**src/rtl/ssdec_pkg.sv**
```systemverilog
// Shared types and glyph constants for the seven-segment scan driver.
// Segment order is {g,f,e,d,c,b,a}, active-high.
package ssdec_pkg;

    typedef logic [6:0] seg_t;

    localparam seg_t SEG_BLANK = 7'b0000000;

    localparam seg_t GLYPH_TAB [16] = '{
        7'b0111111, 7'b0000110, 7'b1011011, 7'b1001111,
        7'b1100110, 7'b1101101, 7'b1111101, 7'b0000111,
        7'b1111111, 7'b1100111, 7'b1110111, 7'b1111100,
        7'b0111001, 7'b1011110, 7'b1111001, 7'b1110001
    };

endpackage

```
**src/rtl/ssdec_scan_if.sv**
```systemverilog
// Digit-data and display-drive bundle for ssdec_scan; the slave side is the
// scan driver, the master side is whoever loads digits and watches the panel.
interface ssdec_scan_if #(
    parameter int NUM_DIGITS = 4
);
    logic [4*NUM_DIGITS-1:0] digits;
    logic [NUM_DIGITS-1:0]   digit_en;
    logic [NUM_DIGITS-1:0]   blink_mask;
    logic                    load;
    ssdec_pkg::seg_t         seg;
    logic [NUM_DIGITS-1:0]   an;
    logic                    frame_done;

    modport master (
        output digits, digit_en, blink_mask, load,
        input  seg, an, frame_done
    );

    modport slave (
        input  digits, digit_en, blink_mask, load,
        output seg, an, frame_done
    );
endinterface

```
**src/rtl/ssdec_glyph.sv**
```systemverilog
// Hex nibble to seven-segment decoder; a disabled decoder emits a blank glyph.
module ssdec_glyph
    import ssdec_pkg::*;
(
    input  logic [3:0] val,
    input  logic       en,
    output seg_t       seg
);
    assign seg = en ? GLYPH_TAB[val] : SEG_BLANK;
endmodule

```
**src/rtl/ssdec_scan.sv**
```systemverilog
// Time-multiplexed seven-segment scan driver with frame-buffered digits and
// slot-start blanking. Per-digit blink is built only with SSDEC_SCAN_BLINK_EN.
module ssdec_scan
    import ssdec_pkg::*;
#(
    parameter int NUM_DIGITS   = 4,
    parameter int SCAN_DIV     = 1000,
    parameter int BLANK_CYCLES = 2,
    parameter int BLINK_FRAMES = 64
) (
    input logic         clk,
    input logic         nrst,
    ssdec_scan_if.slave bus
);
    localparam int CW = (SCAN_DIV > 1) ? $clog2(SCAN_DIV) : 1;
    localparam int IW = $clog2(NUM_DIGITS);

    logic [CW-1:0] cnt;
    logic [IW-1:0] idx;
    logic          slot_end;
    logic          wrap;

    assign slot_end = (cnt == CW'(SCAN_DIV - 1));
    assign wrap     = slot_end && (idx == IW'(NUM_DIGITS - 1));

    always_ff @(posedge clk or negedge nrst) begin
        if (!nrst) begin
            cnt <= '0;
            idx <= '0;
        end else if (slot_end) begin
            cnt <= '0;
            idx <= wrap ? '0 : idx + 1'b1;
        end else begin
            cnt <= cnt + 1'b1;
        end
    end

    logic [NUM_DIGITS-1:0][3:0] pend_dig, shad_dig;
    logic [NUM_DIGITS-1:0]      pend_en, shad_en;
    logic                       pend_flag;
    logic                       take;

    // A load on the wrap edge itself goes straight to the shadow.
    assign take = wrap && (pend_flag || bus.load);

    always_ff @(posedge clk or negedge nrst) begin
        if (!nrst) begin
            pend_dig  <= '0;
            pend_en   <= '0;
            pend_flag <= 1'b0;
            shad_dig  <= '0;
            shad_en   <= '0;
        end else begin
            if (bus.load) begin
                pend_dig <= bus.digits;
                pend_en  <= bus.digit_en;
            end
            if (bus.load)  pend_flag <= !wrap;
            else if (wrap) pend_flag <= 1'b0;
            if (take) begin
                shad_dig <= bus.load ? bus.digits   : pend_dig;
                shad_en  <= bus.load ? bus.digit_en : pend_en;
            end
        end
    end

    logic blink_hide;

`ifdef SSDEC_SCAN_BLINK_EN
    localparam int BW = (BLINK_FRAMES > 1) ? $clog2(BLINK_FRAMES) : 1;

    logic [NUM_DIGITS-1:0] pend_blink, shad_blink;
    logic [BW-1:0]         blink_cnt;
    logic                  blink_phase;

    always_ff @(posedge clk or negedge nrst) begin
        if (!nrst) begin
            pend_blink  <= '0;
            shad_blink  <= '0;
            blink_cnt   <= '0;
            blink_phase <= 1'b0;
        end else begin
            if (bus.load) pend_blink <= bus.blink_mask;
            if (take)     shad_blink <= bus.load ? bus.blink_mask : pend_blink;
            if (wrap) begin
                if (blink_cnt == BW'(BLINK_FRAMES - 1)) begin
                    blink_cnt   <= '0;
                    blink_phase <= ~blink_phase;
                end else begin
                    blink_cnt <= blink_cnt + 1'b1;
                end
            end
        end
    end

    assign blink_hide = blink_phase & shad_blink[idx];
`else
    logic unused_blink;
    assign unused_blink = ^bus.blink_mask;
    assign blink_hide   = 1'b0;
`endif

    logic                  lit;
    seg_t                  seg_d;
    logic [NUM_DIGITS-1:0] sel_oh;

    assign lit    = shad_en[idx] && (cnt >= CW'(BLANK_CYCLES)) && !blink_hide;
    assign sel_oh = NUM_DIGITS'(1) << idx;

    ssdec_glyph u_glyph (
        .val (shad_dig[idx]),
        .en  (lit),
        .seg (seg_d)
    );

    always_ff @(posedge clk or negedge nrst) begin
        if (!nrst) begin
            bus.seg        <= SEG_BLANK;
            bus.an         <= '0;
            bus.frame_done <= 1'b0;
        end else begin
            bus.seg        <= seg_d;
            bus.an         <= lit ? sel_oh : '0;
            bus.frame_done <= (cnt == '0) && (idx == '0);
        end
    end
endmodule
```
**src/flat_wrapper.sv**
```systemverilog
// flat-port wrapper written by rule: the top's interface ports become plain ports
module ssdec_scan_flat import ssdec_pkg::*;
#(
    parameter int NUM_DIGITS   = 4,
    parameter int SCAN_DIV     = 1000,
    parameter int BLANK_CYCLES = 2,
    parameter int BLINK_FRAMES = 64
)
  (clk, nrst, bus_digits, bus_digit_en, bus_blink_mask, bus_load, bus_seg, bus_an, bus_frame_done);
  ssdec_scan_if #(.NUM_DIGITS(NUM_DIGITS)) bus_i ();
  input logic clk;
  input logic nrst;
  input wire logic [$bits(bus_i.digits)-1:0] bus_digits;
  input wire logic [$bits(bus_i.digit_en)-1:0] bus_digit_en;
  input wire logic [$bits(bus_i.blink_mask)-1:0] bus_blink_mask;
  input wire logic [$bits(bus_i.load)-1:0] bus_load;
  output wire logic [$bits(bus_i.seg)-1:0] bus_seg;
  output wire logic [$bits(bus_i.an)-1:0] bus_an;
  output wire logic [$bits(bus_i.frame_done)-1:0] bus_frame_done;
  assign bus_i.digits = bus_digits;
  assign bus_i.digit_en = bus_digit_en;
  assign bus_i.blink_mask = bus_blink_mask;
  assign bus_i.load = bus_load;
  assign bus_seg = bus_i.seg;
  assign bus_an = bus_i.an;
  assign bus_frame_done = bus_i.frame_done;
  ssdec_scan #(.NUM_DIGITS(NUM_DIGITS), .SCAN_DIV(SCAN_DIV), .BLANK_CYCLES(BLANK_CYCLES), .BLINK_FRAMES(BLINK_FRAMES)) u_core (.clk(clk), .nrst(nrst), .bus(bus_i));
endmodule
```
**config.mk**
```make
export PLATFORM = sky130hd
export DESIGN_NAME = ssdec_scan_flat
export DESIGN_NICKNAME = d
export VERILOG_FILES = /design/src/rtl/ssdec_pkg.sv /design/src/rtl/ssdec_scan_if.sv /design/src/rtl/ssdec_glyph.sv /design/src/rtl/ssdec_scan.sv /design/src/flat_wrapper.sv
export SDC_FILE = /design/constraint.sdc
export NUM_CORES = 1
export LEC_CHECK = 0
export BUFFER_PORTS_ARGS = -buffer_cell sky130_fd_sc_hd__buf_2
export CAP_MARGIN = 20
export CORE_UTILIZATION = 45
export CTS_CLUSTER_SIZE = 8
export DETAILED_ROUTE_END_ITERATION = 10
export HOLD_SLACK_MARGIN = 0.02
export PLACE_DENSITY_LB_ADDON = 0.2
export SYNTH_ARGS = -nofsm -noshare
export SYNTH_HDL_FRONTEND = slang
export SYNTH_SLANG_ARGS = --single-unit
```
**constraint.sdc**
```tcl
create_clock -name clk -period 3.2 [get_ports clk]
set_input_delay 0.8 -clock clk [delete_from_list [all_inputs] [get_ports clk]]
set_output_delay 0.8 -clock clk [all_outputs]
set_load 0.01 [all_outputs]
```
==> metrics, run 1 <==
status=finished, final reports clean; first-pass GRT wire length=8.424 mm; Adder-Cell Fraction of Synth Area=0.05144; Arr. time, crit path=~2500 ps; initial core utilization=0.4789; largest net degree at the start of global routing=26; die width=approximately 83 um; Tcrit/Tclk final=0.7260; mux cell area share after synthesis=0.2083; drt wl/cell=14.30 um; Cells after Synth=~210; H-tree level count=3; Num CTS Buffers=9; fin. max-slew vios=0; Max Freq=430.4 MHz; Reg clk slew, reported paths=70 ps; slowest stage cell, crit path=mux4_2; PortBufs=34; Fin Clk Skew=between 6 and 7 ps; Setup Crit Path Kind=flip-flop to flip-flop; dpl hpwl=3.298 mm; Crit path required time=roughly 3400 ps; CTS root buffer=clkbuf_8; Critical Path End Type=flip-flop; power density over the cells=479.8 nW/um^2; Synth Area in XOR/XNOR=0.01800; r2r worst-path depth=6; final net count=294; fin crit period=approximately 2300 ps; main combinational cell family by area after synthesis=multiplexers; Worst-Skew Late Latency=330 ps; antenna violations before repair=0; synth warn=0; Setup crit start kind=flip-flop; TritonCTS Sinks=65; sequential share of the synthesized area=0.5572; DRT Pass-1 Iters=4; CTS tree=built; number of global-route vias before repair=about 1800; slew at the pin closest to its max-slew limit=735.1 ps; post-layout util=0.5509; DR vias=1742; area of the core=6096 um^2; syn_area_per_cell=13.64 um^2; Final Hold Viols=0; distinct cell type count after synthesis=just over 40; Ports=39; CTS max path bufs=2; Compound-Gate Fraction of Synth Area=0.05144; ys async rst share=1.000; max-cap viol count=0; post-route ant nets=0; Die Height=just over 80 um; Synth Area in Simple Gates=0.08616; Die ar.=6813 um^2; vias per cell=about 5.2; crit-path cells=mux4_2, inv_1, ha_1, nor2b_1, a211oi_1, o31a_1; DR iter-0 viols=95; syn_nets=about 250; top cells by area, synth=dfrtp_1 56%, mux2_2 8.1%, mux2_1 7.7%; DRC=0; worst vdd ir=0.2404 mV; CTS resizes=0; RSZ-0062 raised after global routing=false; slowest cell delay on critical path=~640 ps; Worst Hold Class=primary input to async pin; # setup viols final=0; Rel. slew slack=0.5057; Post-Synthesis Cell Area=2919 um^2; # hold bufs at CTS=0; RR Startpoint=u_core.idx[0]; number of synthesized register bits=65; Tot GR Track Use=0.1717; Yosys top cell area share=0.5572; area leader, netlist=dfrtp_1; share of cells above drive strength 1=0.3089; row count=28; Antenna Cells=0; final wirelength=roughly 4.8 mm; GPL Wtd Cong=around 0.77; number of enable flip-flop cells after synthesis=0; Leakage=approximately 1.6 nW; Worst Path Max Fanout=9; Setup TNS=0 ps; r2r endpoint=u_core.bus.seg[3]; Primary FF master, synth=dfrtp_1; Congestion Overflow GR=0; # Post-CTS Setup Buffers=0; reg-to-reg setup timing slack=approximately 880 ps; Area growth syn-to-layout=15.04%
==> flip-flops by register name, indices dropped and copies added, names as in the netlist <==
register               cells
u_core.pend_dig           16
u_core.shad_dig           16
u_core.cnt                10
u_core.bus.seg             7
u_core.bus.an              4
u_core.pend_en             4
u_core.shad_en             4
u_core.idx                 2
u_core.bus.frame_done      1
u_core.pend_flag           1
==> routing by layer <==
layer	global-route usage	vias up	routed length [um]
met5	0	-	0
met4	0.07586	0	83
met3	0.05604	6	197
met2	0.2744	34	2263
met1	0.2123	866	2232
li1	-	836	-
==> Yosys cell counts, types with 2 or more instances <==
master    number
nand3_1        2
nand2b_1       2
nor2b_1        3
buf_4          2
and2_1         5
o21ai_0        3
mux4_2         4
or2_0          2
a21oi_1        4
nand4_1        2
mux2_2        21
xnor2_1        3
inv_1          6
nor4_1         2
dfrtp_1       65
clkbuf_1       4
mux2i_1        3
mux2_1        20
ha_1          12
nor3_1         2
buf_6          2
nor2_1        11
o31a_1         2
nand2_1        9
xor2_1         3
and3_1         2
and3b_1        2
a211oi_1       2
a311oi_1       2
==> worst max-delay path, delay by kind of cell (launching register included) <==
family | cells | cell delay, ps
and+or+nand+nor | 1 | 140
DFF | 1 | 620
buffers and inverters | 1 | 130
adders and majority gates | 1 | 310
muxes | 1 | 640
AOI/OAI and AO/OA | 2 | 370
==> cells by family (layout without fill, tap and decap cells) <==
logic type | count (synthesis) | in the layout
flip-flops | 65 | 65
multiplexers | 49 | 49
AND/OR/NAND/NOR | 47 | 47
AO/OA/AOI/OAI | 20 | 20
buffers and inverters | 15 | 60
adder cells (fa/ha/maj) | 12 | 12
XOR/XNOR | 6 | 6
==> how the worst max path moves through the flow <==
| stage | startpoint | slack (ps) | cells after the start | to |
|---|---|---|---|---|
| after floorplan | u_core.idx[0] | 1150 | 7 | u_core.bus.seg[3] |
| after global placement | u_core.idx[0] | 860 | 6 | u_core.bus.seg[3] |
| after detailed placement | u_core.idx[0] | 830 | 6 | u_core.bus.seg[3] |
| after CTS | u_core.idx[0] | 810 | 6 | u_core.bus.seg[3] |
| after global routing | u_core.idx[0] | 680 | 6 | u_core.bus.seg[3] |
| final | u_core.idx[0] | 880 | 6 | u_core.bus.seg[3] |
==> power by group <==
part,switching (mW),internal (mW),total [mW],leakage (nW)
registers,0.00601,0.847,0.853,0.843
clock network,0.292,0.396,0.688,0.102
logic,0.0363,0.0347,0.0710,0.678
total,0.334,1.28,1.61,1.62
==> layout by cell type, fill, tap and decap left out, types with 2 or more instances in the layout <==
master	n
mux2_1	20
nand2_1	9
xor2_1	3
inv_1	6
clkinv_2	2
nand4_1	2
mux4_2	4
dfrtp_1	65
nor3_1	2
nor2_1	11
a21oi_1	4
and3_1	2
nand2b_1	2
and2_1	5
buf_2	34
nand3_1	2
o31a_1	2
mux2_2	21
nor4_1	2
xnor2_1	3
a211oi_1	2
and3b_1	2
clkbuf_8	11
nor2b_1	3
o21ai_0	3
mux2i_1	3
buf_4	5
or2_0	2
ha_1	12
a311oi_1	2
==> metrics by stage <==
stage / instances / worst slack, ps / hold WS, ps / instance area [um^2] / power [mW]
finish: 334 / 876.8 / 442.8 / 3358 / 1.611
CTS: 334 / 812.8 / 460.4 / 3358 / 1.638
global placement: 319 / 864.7 / 463.9 / 3163 / 0.9395
global route: 334 / 676.8 / 479.9 / 3358 / 1.683
floorplan: 214 / 1150 / 446.2 / 2919 / 0.9005
detailed placement: 319 / 830.0 / 474.2 / 3163 / 0.9418
==> final cells by class <==
type | instances | area [um^2]
repair buffers | 39 | 207.7
inverters | 6 | 22.52
fillers | 551 | 2738
flip-flops and latches | 65 | 1627
clock buffers | 12 | 155.1
multi-input cells | 134 | 1212
clock inverters | 3 | 40.04
well taps | 75 | 93.84
Note: power is estimated with default switching activity, not from simulation.
==> run 2: changes to the inputs <==
==> constraint.sdc (replaced) <==
create_clock -name clk -period 2.35 [get_ports clk]
set_input_delay 0.5875 -clock clk [delete_from_list [all_inputs] [get_ports clk]]
set_output_delay 0.5875 -clock clk [all_outputs]
set_load 0.01 [all_outputs]
==> metrics, run 2 (synthesized netlist as in run 1, its figures left out) <==
Critical Path End Type=flip-flop (unchanged); final net count=294 (unchanged); Fin Clk Skew=6.623 ps (was 6.317 ps); CTS root buffer=clkbuf_8 (unchanged); crit-path cells=mux4_2, inv_1, ha_1, nor2b_1, a211oi_1, o31a_1 (unchanged); row count=28 (unchanged); share of cells above drive strength 1=0.3050 (was 0.3089); Worst Hold Class=primary input to async pin (unchanged); Tot GR Track Use=0.1774 (was 0.1717); DRT Pass-1 Iters=4 (unchanged); first-pass GRT wire length=8.590 mm (was 8.424 mm); Setup crit start kind=flip-flop (unchanged); drt wl/cell=14.48 um (was 14.30 um); GPL Wtd Cong=0.7666 (was 0.7741); Leakage=1.636 nW (was 1.624 nW); Final Hold Viols=0 (unchanged); TritonCTS Sinks=65 (unchanged); r2r endpoint=u_core.bus.seg[3] (unchanged); commonest non-fill, non-tap cells in the layout=65 x dfrtp_1, 34 x buf_2, 21 x mux2_2 (unchanged); area of the core=6096 um^2 (unchanged); Crit path required time=2570 ps (was 3410 ps); Tcrit/Tclk final=0.8944 (was 0.7260); Setup TNS=0 ps (unchanged); power density over the cells=668.8 nW/um^2 (was 479.8 nW/um^2); slowest cell delay on critical path=600 ps (was 640 ps); dpl cells=319 (unchanged); Die Height=82.54 um (unchanged); Worst-Skew Late Latency=340 ps (was 330 ps); worst vdd ir=0.5017 mV (was 0.2404 mV); slew at the pin closest to its max-slew limit=687.6 ps (was 735.1 ps); DRC=0 (unchanged); Worst Path Buf+Inv=1 (unchanged); Final WS setup=248.1 ps (was 876.8 ps); status=finished, final reports clean (unchanged); Arr. time, crit path=2320 ps (was 2540 ps); # setup viols final=0 (unchanged); CTS resizes=0 (unchanged); dpl hpwl=3.376 mm (was 3.298 mm); Antenna Cells=0 (unchanged); vias per cell=5.150 (was 5.216); CTS tree=built (unchanged); Max Freq=475.8 MHz (was 430.4 MHz); fin. max-slew vios=0 (unchanged); PortBufs=34 (unchanged); most common cell after layout, fill and taps aside=dfrtp_1 (unchanged); # Post-CTS Setup Buffers=0 (unchanged); r2r worst-path depth=6 (unchanged); antenna violations before repair=0 (unchanged); CTS max path bufs=2 (unchanged); Congestion Overflow GR=0 (unchanged); # hold bufs at CTS=0 (unchanged); Reg clk slew, reported paths=70 ps (about the same); Cell Count, Final, Fillers Out=334 (unchanged); fill cell count=546 (was 551); initial core utilization=0.4789 (unchanged); Multi-input gate area=1212 um^2 (unchanged); Area growth syn-to-layout=16.42% (was 15.04%); Die ar.=6813 um^2 (unchanged); CP delay by family, top=multiplexers (unchanged); max-cap viol count=0 (unchanged); post-route ant nets=0 (unchanged); DR vias=1720 (was 1742); RSZ-0062 raised after global routing=false (unchanged); Num CTS Buffers=9 (unchanged); number of global-route vias before repair=1778 (was 1822); Top Registers=u_core.pend_dig (16), u_core.shad_dig (16), u_core.cnt (10) (unchanged); H-tree level count=3 (unchanged); Ports=39 (unchanged); RR Startpoint=u_core.idx[0] (unchanged); fin crit period=2102 ps (was 2323 ps); die width=82.54 um (unchanged); Worst Path Max Fanout=5 (was 9); largest net degree at the start of global routing=42 (was 26); Seq. cell area=1627 um^2 (unchanged); final wirelength=4.835 mm (was 4.777 mm); pre-CTS setup slack=248.8 ps (was 830.0 ps); DR iter-0 viols=102 (was 95); Setup Crit Path Kind=flip-flop to flip-flop (unchanged); reg-to-reg setup timing slack=250 ps (was 880 ps); Rel. slew slack=0.5377 (was 0.5057); slowest stage cell, crit path=mux4_2 (unchanged)
run 2: how the worst max path moves through the flow:
| stage | from | end | slack [ps] | cells past startpoint |
|---|---|---|---|---|
| floorplan | u_core.idx[0] | u_core.bus.seg[3] | 300 | 7 |
| global placement | u_core.idx[0] | u_core.bus.seg[3] | 260 | 6 |
| detailed placement | u_core.idx[0] | u_core.bus.seg[3] | 250 | 6 |
| CTS | u_core.idx[0] | u_core.bus.seg[3] | 230 | 6 |
| global route | u_core.cnt[1] | u_core.shad_dig[8] | 100 | 6 |
| finish | u_core.idx[0] | u_core.bus.seg[3] | 250 | 6 |
run 2: stage by stage:
step	power [mW]	hold WS (ps)	instance area [um^2]	utilization
after floorplan	1.226	291.9	2919	-
after global placement	1.282	463.1	3188	0.5230
after detailed placement	1.285	472.0	3188	0.5230
after CTS	2.309	249.2	3398	0.5575
after global routing	2.375	277.5	3398	0.5575
final	2.273	242.4	3398	0.5575
run 2: final cells by class:
| class | instances | area share |
|---|---|---|
| Clock buffer | 12 | 0.04271 |
| Inverter | 6 | 0.006627 |
| Clock inverter | 3 | 0.01915 |
| Sequential cell | 65 | 0.4786 |
| Timing Repair Buffer | 39 | 0.06848 |
| Multi-Input combinational cell | 134 | 0.3568 |
| Tap cell | 75 | 0.02761 |
run 2: power breakdown:
| part | leakage, nW | switching [mW] | total, mW | internal [mW] |
|---|---|---|---|---|
| registers | 0.843 | 0.00804 | 1.16 | 1.15 |
| logic | 0.686 | 0.0505 | 0.0991 | 0.0486 |
| clock network | 0.106 | 0.393 | 1.01 | 0.619 |
run 2: layer usage:
layer / up-vias / wire length (um) / global-route usage
met5: - / 0 / 0
met4: 0 / 87 / 0.08276
met3: 7 / 170 / 0.06264
met2: 30 / 2222 / 0.2661
met1: 843 / 2355 / 0.2296
li1: 840 / - / -
